[src/rtl/twos_compliment.sv]
// -----------------------------------------------------------------------------
// twos_compliment
//   Bit-serial two's-complement negator. On a start request the operand A is
//   latched, then one bit per clock is produced LSB first through an
//   invert-and-add-one datapath: r = ~a ^ c, c' = ~a & c, with c = 1 at the
//   start. The result bits fill an accumulator from the MSB side, so after
//   WIDTH bits the accumulator holds -A mod 2^WIDTH.
//
// Ports
//   clk     in   1      rising-edge clock
//   rst     in   1      asynchronous, active-high reset
//   en      in   1      level request; must stay high through BUSY and DONE
//   A       in   WIDTH  operand, sampled only on the start edge
//   ready   out  1      registered result-valid flag
//   Output  out  WIDTH  registered result; changes only on the completing edge
// -----------------------------------------------------------------------------
module twos_compliment #(
   parameter int unsigned WIDTH = 8
) (
   input  logic             clk,
   input  logic             rst,
   input  logic             en,
   input  logic [WIDTH-1:0] A,
   output logic             ready,
   output logic [WIDTH-1:0] Output
);

   localparam int unsigned CntW = $clog2(WIDTH) + 1;

   typedef enum logic [1:0] {
      StIdle,
      StBusy,
      StDone
   } state_e;

   state_e            state_q, state_d;
   logic [WIDTH-1:0]  shift_q, shift_d;
   logic [WIDTH-1:0]  acc_q,   acc_d;
   logic              carry_q, carry_d;
   logic [CntW-1:0]   count_q, count_d;
   logic              ready_q, ready_d;
   logic [WIDTH-1:0]  out_q,   out_d;

   // Serial invert-and-add-one slice.
   logic             a_bit;
   logic             r_bit;
   logic             carry_nxt;
   logic             last_bit;
   logic [WIDTH-1:0] acc_shifted;

   assign a_bit       = shift_q[0];
   assign r_bit       = ~a_bit ^ carry_q;
   assign carry_nxt   = ~a_bit & carry_q;
   assign acc_shifted = {r_bit, acc_q[WIDTH-1:1]};
   // The WIDTH-th bit is being processed on this edge.
   assign last_bit    = (count_q == CntW'(WIDTH - 1));

   // State register
   always_ff @(posedge clk or posedge rst) begin
      if (rst) begin
         state_q <= StIdle;
      end else begin
         state_q <= state_d;
      end
   end

   // Next-state logic
   always_comb begin
      state_d = state_q;
      unique case (state_q)
         StIdle: begin
            if (en) begin
               state_d = StBusy;
            end
         end
         StBusy: begin
            if (!en) begin
               state_d = StIdle;
            end else if (last_bit) begin
               state_d = StDone;
            end
         end
         StDone: begin
            if (!en) begin
               state_d = StIdle;
            end
         end
         default: state_d = StIdle;
      endcase
   end

   // Datapath next-state
   always_comb begin
      shift_d = shift_q;
      acc_d   = acc_q;
      carry_d = carry_q;
      count_d = count_q;
      ready_d = ready_q;
      out_d   = out_q;
      unique case (state_q)
         StIdle: begin
            ready_d = 1'b0;
            if (en) begin
               shift_d = A;
               acc_d   = '0;
               carry_d = 1'b1;
               count_d = '0;
            end
         end
         StBusy: begin
            if (!en) begin
               // Abort: partial result is dropped, Output keeps its old value.
               ready_d = 1'b0;
               acc_d   = '0;
               count_d = '0;
            end else begin
               shift_d = shift_q >> 1;
               acc_d   = acc_shifted;
               carry_d = carry_nxt;
               count_d = count_q + CntW'(1);
               if (last_bit) begin
                  out_d   = acc_shifted;
                  ready_d = 1'b1;
               end
            end
         end
         StDone: begin
            if (!en) begin
               ready_d = 1'b0;
            end
         end
         default: begin
            ready_d = 1'b0;
         end
      endcase
   end

   // Datapath registers
   always_ff @(posedge clk or posedge rst) begin
      if (rst) begin
         shift_q <= '0;
         acc_q   <= '0;
         carry_q <= 1'b1;
         count_q <= '0;
         ready_q <= 1'b0;
         out_q   <= '0;
      end else begin
         shift_q <= shift_d;
         acc_q   <= acc_d;
         carry_q <= carry_d;
         count_q <= count_d;
         ready_q <= ready_d;
         out_q   <= out_d;
      end
   end

   // Outputs come straight from registers.
   always_comb begin
      ready  = ready_q;
      Output = out_q;
   end

endmodule

[config.mk]
export PLATFORM = sky130hd
export DESIGN_NAME = twos_compliment
export DESIGN_NICKNAME = d
export VERILOG_FILES = /design/src/rtl/twos_compliment.sv
export SDC_FILE = /design/constraint.sdc
export NUM_CORES = 1
export LEC_CHECK = 0
export ABC_CLOCK_PERIOD_IN_PS = 2400
export CAP_MARGIN = 25
export CORE_ASPECT_RATIO = 0.9
export CORE_MARGIN = 2
export CORE_UTILIZATION = 40
export DETAILED_ROUTE_END_ITERATION = 8
export GPL_TIMING_DRIVEN = 0
export HOLD_SLACK_MARGIN = 0.08
export SYNTH_ARGS = -nofsm -noshare
export SYNTH_HDL_FRONTEND = slang
export SYNTH_SLANG_ARGS = --single-unit
export TNS_END_PERCENT = 5
[constraint.sdc]
create_clock -name clk -period 2.4 [get_ports clk]
set_input_delay 0.48 -clock clk [delete_from_list [all_inputs] [get_ports clk]]
set_output_delay 0.48 -clock clk [all_outputs]
set_load 0.02 [all_outputs]
==> metrics.md <==
| Metric | Value |
|---|---|
| GRT Overall Usage | 15.9% |
| I/O pin count | 20 |
| Number of nets in the layout | 146 |
| Startpoint Class | input pin |
| YS warnings | 0 |
| Die width | 64.1 um |
| Minimum clock period after layout | 2.00 ns |
| Layout cells sized above 1 | 16.4% |
| Clock share of power | 30.2% |
| Worst-Skew Late Latency | 0.33 ns |
| Setup Skew | 0.0108 ns |
| Clk root buf | clkbuf_4 |
| Slowest stage cell, crit path | clkdlybuf4s50_1 |
| Area grow syn2layout | 24.6% |
| Post-synth EDFFs | 0 |
| First-pass GRT wire length | 4260 um |
| FF/Latch Area | 777 um2 |
| Gpl congestion | 0.759 |
| Sw frac | 24.8% |
| Fmax achieved | 499 MHz |
| DR iter-0 viols | 76 |
| WL/cell | 13.5 um |
| Placement Setup Slack | -0.0121 ns |
| Most frequent cells in the layout | dfrtp_1 (30), clkdlybuf4s50_1 (19), nand2_1 (13) |
| Leak | 0.773 nW |
| Site Rows | 19 |
| Syn Std Cell Area | 1300 um2 |
| Worst path cell trace | clkdlybuf4s50_1 > nand2_2 > nor4_4 > mux2_2 |
| Syn_nets | 119 |
| Reg2reg start | count_q[1]$_DFFE_PP0P_ |
| Fraction of synthesis flops using an asynchronous set or reset pin | 100% |
| Die area | 3730 um2 |
| DRC errors left | 0 |
| Drt pass-1 iters | 4 |
| Mean Syn Cell Area | 12.3 um2 |
| Reg2reg path depth | 4 |
| VDD IR max | 393 uV |
| HP Class | register to register |
| Seq/Total Area, Yosys | 59.7% |
| Via density | 4.94 |
| Delay-heaviest family, CP | simple AND/OR/NAND/NOR gates |
| Most used DFF post-synth | dfrtp_1 |
| Setup Viol. Count Final | 0 |
| PwrDens | 581 nW/um2 |
| Vias | 870 |
| Hold endpoint | shift_q[5]$_DFFE_PP0P_ |
| Max-cap violations | 0 |
| Routed wire length | 2370 um |
| Initial cell density of the core | 42.1% |
| Clock-pin transition on the worst setup and hold timing paths | 0.09 ns |
| WHS Path Cells | 2 |
| Synth unique cells | 24 |
| Buf/Inv on CP | 1 |
| Post-route cell area | 1620 um2 |
| Initial antenna violation count | 0 |
| Sequential share of power | 60.0% |
| Die Height | 58.1 um |
| Ant diodes | 0 |
| CORE AREA | 3090 um2 |
| Cells after synthesis | 106 |
| Measured slew at the worst slew-check pin | 0.683 ns |
| Period utilization | 83.5% |
| Setup CP Type | input pin to register |
| Cts hold-fix bufs | 0 |
| CTS tree | built |
| Largest net degree at the start of global routing | 19 |
| Internal power | 0.708 mW |
| Total CTS buffers | 5 |
| DRT antenna net count | 0 |
| Final Power | 0.942 mW |
| Critical path endpoint category | register |
| Net Switching | 0.234 mW |
| Commonest non-fill, non-tap cell in the layout | dfrtp_1 |
| Final worst slack | 0.396 ns |
| Worst path max stage delay | 0.60 ns |
| Area post-placement | 1570 um2 |
| Post-CTS setup buffers | 0 |
| Fillers | 280 |
| Clock Sinks | 31 |
| Final Hold Fails | 0 |
| Vias in the first global route | 887 |
| Critical path peak fanout | 10 |
| Reg-to-Reg End | Output[3]$_DFFE_PP0P_ |
| Htree depth | 2 |
| Status | completed |
| Max-slew violations | 0 |
| Post_cts resized | 0 |
| Hold_sp | shift_q[5]$_DFFE_PP0P_ |
| Hpwl dp | 1660 um |
| GRT overflow | 0 |
| RSZ-0062 raised after global routing | false |
| Worst Path Arrival | 2.23 ns |
| R2R setup slack | 0.67 ns |
| Post-synthesis register bit count | 31 |
| Worst path required time | 2.62 ns |
| Port Buf Inserts | 19 |
| Clk buf depth | 2 |
| Critical Path Source | en |
| Multi-input combinational cell area | 488 um2 |
| Comb power frac | 9.8% |
| Hold_ws | 0.487 ns |
| Slew margin rel. | 54.1% |
-- cell families (layout without fill, tap and decap cells) --
logic type | after synthesis | count (layout) | synth area share [%]
flip-flops | 31 | 31 | 59.7
AND/OR/NAND/NOR | 24 | 24 | 9.71
AO/OA/AOI/OAI | 23 | 23 | 12.0
multiplexers | 16 | 16 | 13.2
buffers and inverters | 9 | 37 | 2.79
adder cells (fa/ha/maj) | 2 | 2 | 1.92
XOR/XNOR | 1 | 1 | 0.673
-- stage by stage --
stage | TNS, ns | std cells | utilization (%)
2_1_floorplan | 0 | 106 | -
3_3_place_gp | 0 | 167 | 50.0
3_5_place_dp | -0.0560 | 168 | 50.9
4_1_cts | 0 | 176 | 52.5
5_1_grt | 0 | 176 | 52.5
6_report | 0 | 176 | 52.5
-- worst min-delay path, cell delays in order (launching register included) --
cell     delay, ns
dfrtp_1       0.35
nand2_1       0.04
o21ai_0       0.06
-- cell type report --
cell class / instances / area share [%]
Inverter: 4 / 0.926
Sequential cell: 31 / 47.9
Clock buffer: 7 / 2.78
Multi-Input combinational cell: 66 / 30.1
Clock inverter: 1 / 0.309
Buffer: 5 / 1.31
Tap cell: 42 / 3.24
Timing Repair Buffer: 20 / 13.4
-- power groups by stage --
stage | Combinational, mW | Clock, mW | Sequential, mW
final | 0.0919 | 0.285 | 0.565
after floorplan | 0.0555 | 0 | 0.571
after global routing | 0.106 | 0.326 | 0.569
after global placement | 0.0857 | 0 | 0.574
after CTS | 0.0944 | 0.299 | 0.565
after detailed placement | 0.0943 | 0 | 0.575
-- routing by layer --
| metal | track usage, % | routed length, um | vias to the layer above |
|---|---|---|---|
| met2 | 21.4 | 1040 | 14 |
| met1 | 21.9 | 1190 | 424 |
| met3 | 6.99 | 100 | 5 |
| met4 | 7.29 | 36 | 0 |
| met5 | 0 | 0 | - |
| li1 | - | - | 427 |
-- cell usage after synthesis, drive strengths merged (2+ instances only) --
master / n / share of area [%]
nor2: 3 / 0.87
mux2i: 7 / 5.4
nand3: 2 / 0.77
a22o: 8 / 5.4
dfrtp: 30 / 58
nand2: 14 / 4.2
inv: 4 / 1.2
o21ai: 10 / 3.8
mux2: 9 / 7.8
buf: 2 / 0.77
clkbuf: 3 / 0.87
a21oi: 2 / 0.77
ha: 2 / 1.9
-- worst max-delay path by stage --
stage,slack [ns],endpoint,cells after the start
floorplan,0.89,Output[0]$_DFFE_PP0P_,3
global placement,0.008,Output[4]$_DFFE_PP0P_,4
detailed placement,-0.01,Output[3]$_DFFE_PP0P_,4
CTS,0.35,Output[3]$_DFFE_PP0P_,4
global route,0.27,Output[4]$_DFFE_PP0P_,4
finish,0.40,Output[3]$_DFFE_PP0P_,4
-- registers in the layout, summed over array words and instances, names as in the netlist --
| signal | cells |
|---|---|
| carry_q | 1 |
| acc_q | 7 |
| state_q | 2 |
| Output | 8 |
| ready | 1 |
| shift_q | 8 |
| count_q | 4 |
Power figures use the tool's default switching activity.
